$ cat config.mk
export PLATFORM = sky130hd
export DESIGN_NAME = mem_responder_flat
export DESIGN_NICKNAME = d
export VERILOG_FILES = /design/src/rtl/mem_responder_if.sv /design/src/rtl/mem_responder.sv /design/src/flat_wrapper.sv
export SDC_FILE = /design/constraint.sdc
export NUM_CORES = 2
export LEC_CHECK = 0
export BUFFER_PORTS_ARGS = -buffer_cell sky130_fd_sc_hd__buf_2
export CAP_MARGIN = 20
export CORE_MARGIN = 2
export CORE_UTILIZATION = 25
export DETAILED_ROUTE_END_ITERATION = 7
export PLACE_DENSITY_LB_ADDON = 0.08
export SLEW_MARGIN = 20
export SYNTH_ARGS = -nofsm -noshare
export SYNTH_HDL_FRONTEND = slang
export SYNTH_SLANG_ARGS = --single-unit
$ cat constraint.sdc
create_clock -name clk -period 5.8 [get_ports clk]
set_clock_uncertainty 0.15 [all_clocks]
set_input_delay 0.87 -clock clk [delete_from_list [all_inputs] [get_ports clk]]
set_output_delay 0.87 -clock clk [all_outputs]
set_load 0.03 [all_outputs]
$ cat src/rtl/mem_responder_if.sv
// Core/loader-facing bus of the memory responder.
// The core side drives requests and loader bytes; the responder returns
// read data and loader flow control.
interface mem_responder_if;
    logic        MemWrite;
    logic [31:0] Adr;
    logic [31:0] WriteData;
    logic [31:0] ReadData;
    logic        load_valid;
    logic [7:0]  load_byte;
    logic        load_ready;

    modport master (
        output MemWrite, Adr, WriteData, load_valid, load_byte,
        input  ReadData, load_ready
    );

    modport slave (
        input  MemWrite, Adr, WriteData, load_valid, load_byte,
        output ReadData, load_ready
    );
endinterface

$ cat src/rtl/mem_responder.sv
// Memory-side responder for the multicycle ARM core.
// Serves a word-addressed RAM, an output register and a cycle counter,
// and runs a byte-serial boot loader that holds the core in reset until
// the RAM image has been received.
module mem_responder #(
    parameter int DEPTH_WORDS    = 64,
    parameter bit BOOT_PRELOADED = 1'b0
) (
    input  logic             clk,
    input  logic             reset,
    mem_responder_if.slave   bus,
    output logic             cpu_reset,
    output logic [31:0]      io_out,
    output logic             err
);

    localparam int          AW       = (DEPTH_WORDS > 1) ? $clog2(DEPTH_WORDS) : 1;
    localparam logic [30:0] DEPTH_W  = 31'(DEPTH_WORDS);
    localparam logic [31:0] IO_ADDR  = 32'hFFFF_FFF0;
    localparam logic [31:0] CNT_ADDR = 32'hFFFF_FFF4;

    typedef enum logic [1:0] {
        CNT_HI,
        CNT_LO,
        WORD,
        RUN
    } state_t;

    state_t      state;
    logic [15:0] count;
    logic [1:0]  byte_idx;
    logic [15:0] word_idx;
    logic [23:0] shift_reg;
    logic [31:0] cycle_cnt;

    logic [31:0] ram [DEPTH_WORDS];

    logic          in_ram;
    logic          is_io;
    logic          is_cnt;
    logic [AW-1:0] core_idx;
    logic [AW-1:0] load_idx;
    logic          core_wr;
    logic          byte_fire;
    logic          word_done;
    logic          load_in_range;
    logic          last_word;
    logic [31:0]   assembled;

    assign in_ram        = ({1'b0, bus.Adr[31:2]} < DEPTH_W);
    assign is_io         = (bus.Adr == IO_ADDR);
    assign is_cnt        = (bus.Adr == CNT_ADDR);
    assign core_idx      = bus.Adr[AW+1:2];
    assign load_idx      = word_idx[AW-1:0];
    assign core_wr       = bus.MemWrite && !cpu_reset;
    assign byte_fire     = bus.load_valid && bus.load_ready;
    assign word_done     = byte_fire && (state == WORD) && (byte_idx == 2'd3);
    assign load_in_range = ({15'd0, word_idx} < DEPTH_W);
    assign last_word     = (({1'b0, word_idx} + 17'd1) == {1'b0, count});
    assign assembled     = {shift_reg, bus.load_byte};

    // Boot loader FSM: collects the word count and big-endian words, then parks in RUN
    always_ff @(posedge clk or posedge reset) begin
        if (reset) begin
            state          <= BOOT_PRELOADED ? RUN : CNT_HI;
            cpu_reset      <= !BOOT_PRELOADED;
            bus.load_ready <= !BOOT_PRELOADED;
            count          <= 16'd0;
            byte_idx       <= 2'd0;
            word_idx       <= 16'd0;
            shift_reg      <= 24'd0;
        end else begin
            case (state)
                CNT_HI: begin
                    if (byte_fire) begin
                        count[15:8] <= bus.load_byte;
                        state       <= CNT_LO;
                    end
                end
                CNT_LO: begin
                    if (byte_fire) begin
                        count[7:0] <= bus.load_byte;
                        if ({count[15:8], bus.load_byte} == 16'd0) begin
                            state          <= RUN;
                            cpu_reset      <= 1'b0;
                            bus.load_ready <= 1'b0;
                        end else begin
                            state <= WORD;
                        end
                    end
                end
                WORD: begin
                    if (byte_fire) begin
                        shift_reg <= {shift_reg[15:0], bus.load_byte};
                        byte_idx  <= byte_idx + 2'd1;
                        if (byte_idx == 2'd3) begin
                            word_idx <= word_idx + 16'd1;
                            if (last_word) begin
                                state          <= RUN;
                                cpu_reset      <= 1'b0;
                                bus.load_ready <= 1'b0;
                            end
                        end
                    end
                end
                RUN: begin
                end
                default: begin
                    state <= CNT_HI;
                end
            endcase
        end
    end

    // Cycle counter: zero on the first RUN cycle, free-running while in RUN
    always_ff @(posedge clk or posedge reset) begin
        if (reset) begin
            cycle_cnt <= 32'd0;
        end else if (state == RUN) begin
            cycle_cnt <= cycle_cnt + 32'd1;
        end else begin
            cycle_cnt <= 32'd0;
        end
    end

    // Output register writes and the sticky error flag
    always_ff @(posedge clk or posedge reset) begin
        if (reset) begin
            io_out <= 32'd0;
            err    <= 1'b0;
        end else begin
            if (core_wr && is_io) begin
                io_out <= bus.WriteData;
            end
            if (core_wr && !in_ram && !is_io) begin
                err <= 1'b1;
            end
            if (word_done && !load_in_range) begin
                err <= 1'b1;
            end
        end
    end

    // RAM write port, shared by the loader and the core (never active together)
    always_ff @(posedge clk) begin
        if (word_done && load_in_range) begin
            ram[load_idx] <= assembled;
        end else if (core_wr && in_ram) begin
            ram[core_idx] <= bus.WriteData;
        end
    end

    // Combinational read mux over the address map
    always_comb begin
        bus.ReadData = 32'd0;
        if (in_ram) begin
            bus.ReadData = ram[core_idx];
        end else if (is_io) begin
            bus.ReadData = io_out;
        end else if (is_cnt) begin
            bus.ReadData = cycle_cnt;
        end
    end

endmodule

$ cat src/flat_wrapper.sv
// flat-port wrapper written by rule: the top's interface ports become plain ports
module mem_responder_flat 
#(
    parameter int DEPTH_WORDS    = 64,
    parameter bit BOOT_PRELOADED = 1'b0
)
  (clk, reset, cpu_reset, io_out, err, bus_MemWrite, bus_Adr, bus_WriteData, bus_load_valid, bus_load_byte, bus_ReadData, bus_load_ready);
  mem_responder_if bus_i ();
  input  logic clk;
  input  logic reset;
  output logic cpu_reset;
  output logic [31:0] io_out;
  output logic err;
  input wire logic [$bits(bus_i.MemWrite)-1:0] bus_MemWrite;
  input wire logic [$bits(bus_i.Adr)-1:0] bus_Adr;
  input wire logic [$bits(bus_i.WriteData)-1:0] bus_WriteData;
  input wire logic [$bits(bus_i.load_valid)-1:0] bus_load_valid;
  input wire logic [$bits(bus_i.load_byte)-1:0] bus_load_byte;
  output wire logic [$bits(bus_i.ReadData)-1:0] bus_ReadData;
  output wire logic [$bits(bus_i.load_ready)-1:0] bus_load_ready;
  assign bus_i.MemWrite = bus_MemWrite;
  assign bus_i.Adr = bus_Adr;
  assign bus_i.WriteData = bus_WriteData;
  assign bus_i.load_valid = bus_load_valid;
  assign bus_i.load_byte = bus_load_byte;
  assign bus_ReadData = bus_i.ReadData;
  assign bus_load_ready = bus_i.load_ready;
  mem_responder #(.DEPTH_WORDS(DEPTH_WORDS), .BOOT_PRELOADED(BOOT_PRELOADED)) u_core (.clk(clk), .reset(reset), .bus(bus_i), .cpu_reset(cpu_reset), .io_out(io_out), .err(err));
endmodule
==> metrics <==
# resized after CTS 0; final setup TNS 0 ns; Hold Crit Class input port to flop; Worst VDD drop 0.246 mV; Post-Place Setup Slack 0.348 ns; largest cells by area after synthesis edfxtp_1 (72%), mux4_2 (17%), dfrtp_1 (3.7%); Worst Tran Pin Value 1.14 ns; layout net count 4,315; layout cells sized above 1 0.356; first-pass GRT wire length 384 mm; Worst R2R End u_core.ram[63][27]$_DFFE_PP_; area leader, netlist edfxtp_1; # clock sinks 2,174; max FFs per register 2,048; IO Port Bufs 142; Core Rows 213; Synth top area share 0.725; worst path arrival time 4.27 ns; Reg area 64,700 um2; Area growth syn-to-layout 19.7%; Seq cells post-synth 2,174; Clock Pin Slew Worst Setup and Hold Paths 0.06 ns; gr usage total 0.162; clk_lat worst skew 0.93 ns; crit path max fanout 30; fmax 0.189 GHz; R2R Setup Slk 1.04 ns; DR iter-0 viols 3,784; Core Area 337,000 um2; unrepaired setup endpoints after global routing false; Lkg Pwr 30.8 nW; Post-DRT Antenna Nets 0; via count 41.2k; Mean Syn Cell Area 22.6 um2; Distinct cells, synth 57; DRC 0; Mapped Area 84,900 um2; max-cap viol count 0; PwrDens 323 nW/um2; global placer's final weighted congestion 0.739; CTS tree yes; Crit Path Class input port to output pin; Num CTS Buffers 243; Vias/cell 4.60; die area 344,000 um2; Yosys warnings 0; Hold Path Depth 2; DRT Wirelength 283 mm; H-tree depth 4; number of global-route vias before repair 43.0k; first-pass detailed-route iteration total 5; clock buffer depth 4; Pins Over Slew Limit 0; Layout Cell Area excl Fill 102,000 um2; Critical path origin bus_Adr[2]; area occupied by multi-input gates 20,000 um2; post-synthesis sequential area ratio 0.762; final core area utilization 0.301; CTS root buffer clkbuf_16; routed length per instance 31.6 um; period utilization 0.913; Initial Util 0.252; Final Hold Vio Count 0; Die Height 587 um; Synth Instances 3,760; dpl hpwl 166 mm; final setup violation count 0; Reg-to-Reg Start u_core.word_idx[10]$_DFFE_PP0P_; FF-to-FF path depth 8; largest net degree at the start of global routing 92; Crit. End Element output pin; Critical Path RT 4.78 ns; asr flop ratio synth 0.0580; global route overflow 0; status finished clean; Final Non-Filler Cells 8,959; EDFF count, synth 2,048; crit path capture bus_ReadData[1]; antenna violations before repair 21; top-count cell post-synth edfxtp_1; Area after DPL 93,900 um2; top flop regs u_core.ram (2048), u_core.cycle_cnt (32), u_core.io_out (32); setup ws final 0.506 ns; overall die width 587 um; Layout fillers 32.8k; critical path launch point type input port; Slew HR 0.237; Main synth FF type edfxtp_1; Synth Net Count 3,843; minimum clock period 5.29 ns; IO Count 143; Top reg by flops u_core.ram; Placed Instances 8,481; most instantiated cells after synthesis edfxtp_1 (2,048), mux4_2 (636), nor2_1 (133), dfrtp_1 (125), nand2_1 (111)
[cell type report]
| class | count | share of cell area |
|---|---|---|
| Sequential cell | 2174 | 0.636 |
| Multi-Input combinational cell | 1380 | 0.196 |
| Clock buffer | 309 | 0.0628 |
| Tap cell | 4515 | 0.0556 |
| Timing Repair Buffer | 425 | 0.0373 |
| Clock inverter | 135 | 0.0111 |
| Inverter | 8 | 0.000345 |
| Antenna cell | 13 | 0.000320 |
[report_power, final]
group | switching [mW] | internal, mW
Clock | 6.47 | 8.40
Sequential | 0.00000000837 | 17.0
Combinational | 0.583 | 0.404
[layout by cell type (no fill, tap or decap), types with 7 or more instances in the layout]
cell type	Yosys	final
a211oi_1	17	17
a222oi_1	17	17
and2_1	29	29
and3_1	7	7
buf_12	0	69
buf_2	65	137
buf_4	8	194
bufinv_16	0	15
clkbuf_1	89	61
clkbuf_16	0	243
clkinv_1	1	60
clkinv_2	0	40
clkinvlp_4	0	7
dfrtp_1	125	125
diode_2	0	13
dlygate4sd3_1	0	21
edfxtp_1	2048	2048
ha_1	7	7
mux2_2	99	99
mux2i_1	49	49
mux4_2	636	636
nand2_1	111	87
nand2_2	0	23
nand2b_1	9	9
nand3_1	25	25
nand4_1	20	20
nor2_1	133	68
nor2_4	0	64
nor2b_1	15	15
nor3_1	19	17
nor4_1	13	13
o21ai_0	10	10
o21ai_1	26	18
o21ai_2	0	8
o22ai_1	14	14
or3_1	11	9
xnor2_1	35	35
xor2_1	22	22
[timing repair]
action	in CTS	in global routing
hold endpoints to repair	103	0
hold buffers	21	0
buffers inserted	0	0
[critical path, cell delays in order]
cell and delay (ns):
buf_8 0.43, buf_4 0.31, mux4_2 0.50, mux4_2 0.57
a222oi_1 0.61, o21ai_1 0.51, buf_2 0.33
[how the worst min path moves through the flow]
stage	from	to	slack, ns
floorplan	u_core.byte_idx[0]$_DFFE_PP0P_	u_core.byte_idx[0]$_DFFE_PP0P_	0.30
global placement	u_core.err$_DFFE_PP0P_	u_core.err$_DFFE_PP0P_	0.32
detailed placement	u_core.err$_DFFE_PP0P_	u_core.err$_DFFE_PP0P_	0.32
CTS	bus_WriteData[28]	u_core.io_out[28]$_DFFE_PP0P_	0.001
global route	bus_WriteData[27]	u_core.io_out[27]$_DFFE_PP0P_	0.04
finish	bus_WriteData[27]	u_core.io_out[27]$_DFFE_PP0P_	0.09
[through the flow]
stage               total power, mW  hold slack, ns
floorplan                      17.9           0.303
global placement               18.3           0.316
detailed placement             18.3           0.316
CTS                            33.4         0.00119
global route                   34.0          0.0361
finish                         32.8          0.0917
[metal layers]
metal,part of all wire,vias to the layer above,track usage,wire length (um)
li1,-,16900,-,-
met1,0.45,23000,0.224,128000
met2,0.49,995,0.269,138000
met3,0.040,312,0.0216,11200
met4,0.021,0,0.0355,5800
met5,0,-,0,0
[kinds of logic (layout without fill, tap and decap cells)]
family | Yosys count | in the layout | share of synthesized area
mux | 786 | 786 | 0.188
xor+xnor | 57 | 57 | 0.00588
fa+ha+maj | 7 | 7 | 0.00103
buf+inv | 206 | 877 | 0.0107
simple gates | 412 | 412 | 0.0230
flops | 2174 | 2174 | 0.762
other cells | 0 | 13 | 0
compound gates | 118 | 118 | 0.00974
Note: power is estimated with default switching activity, not from simulation.
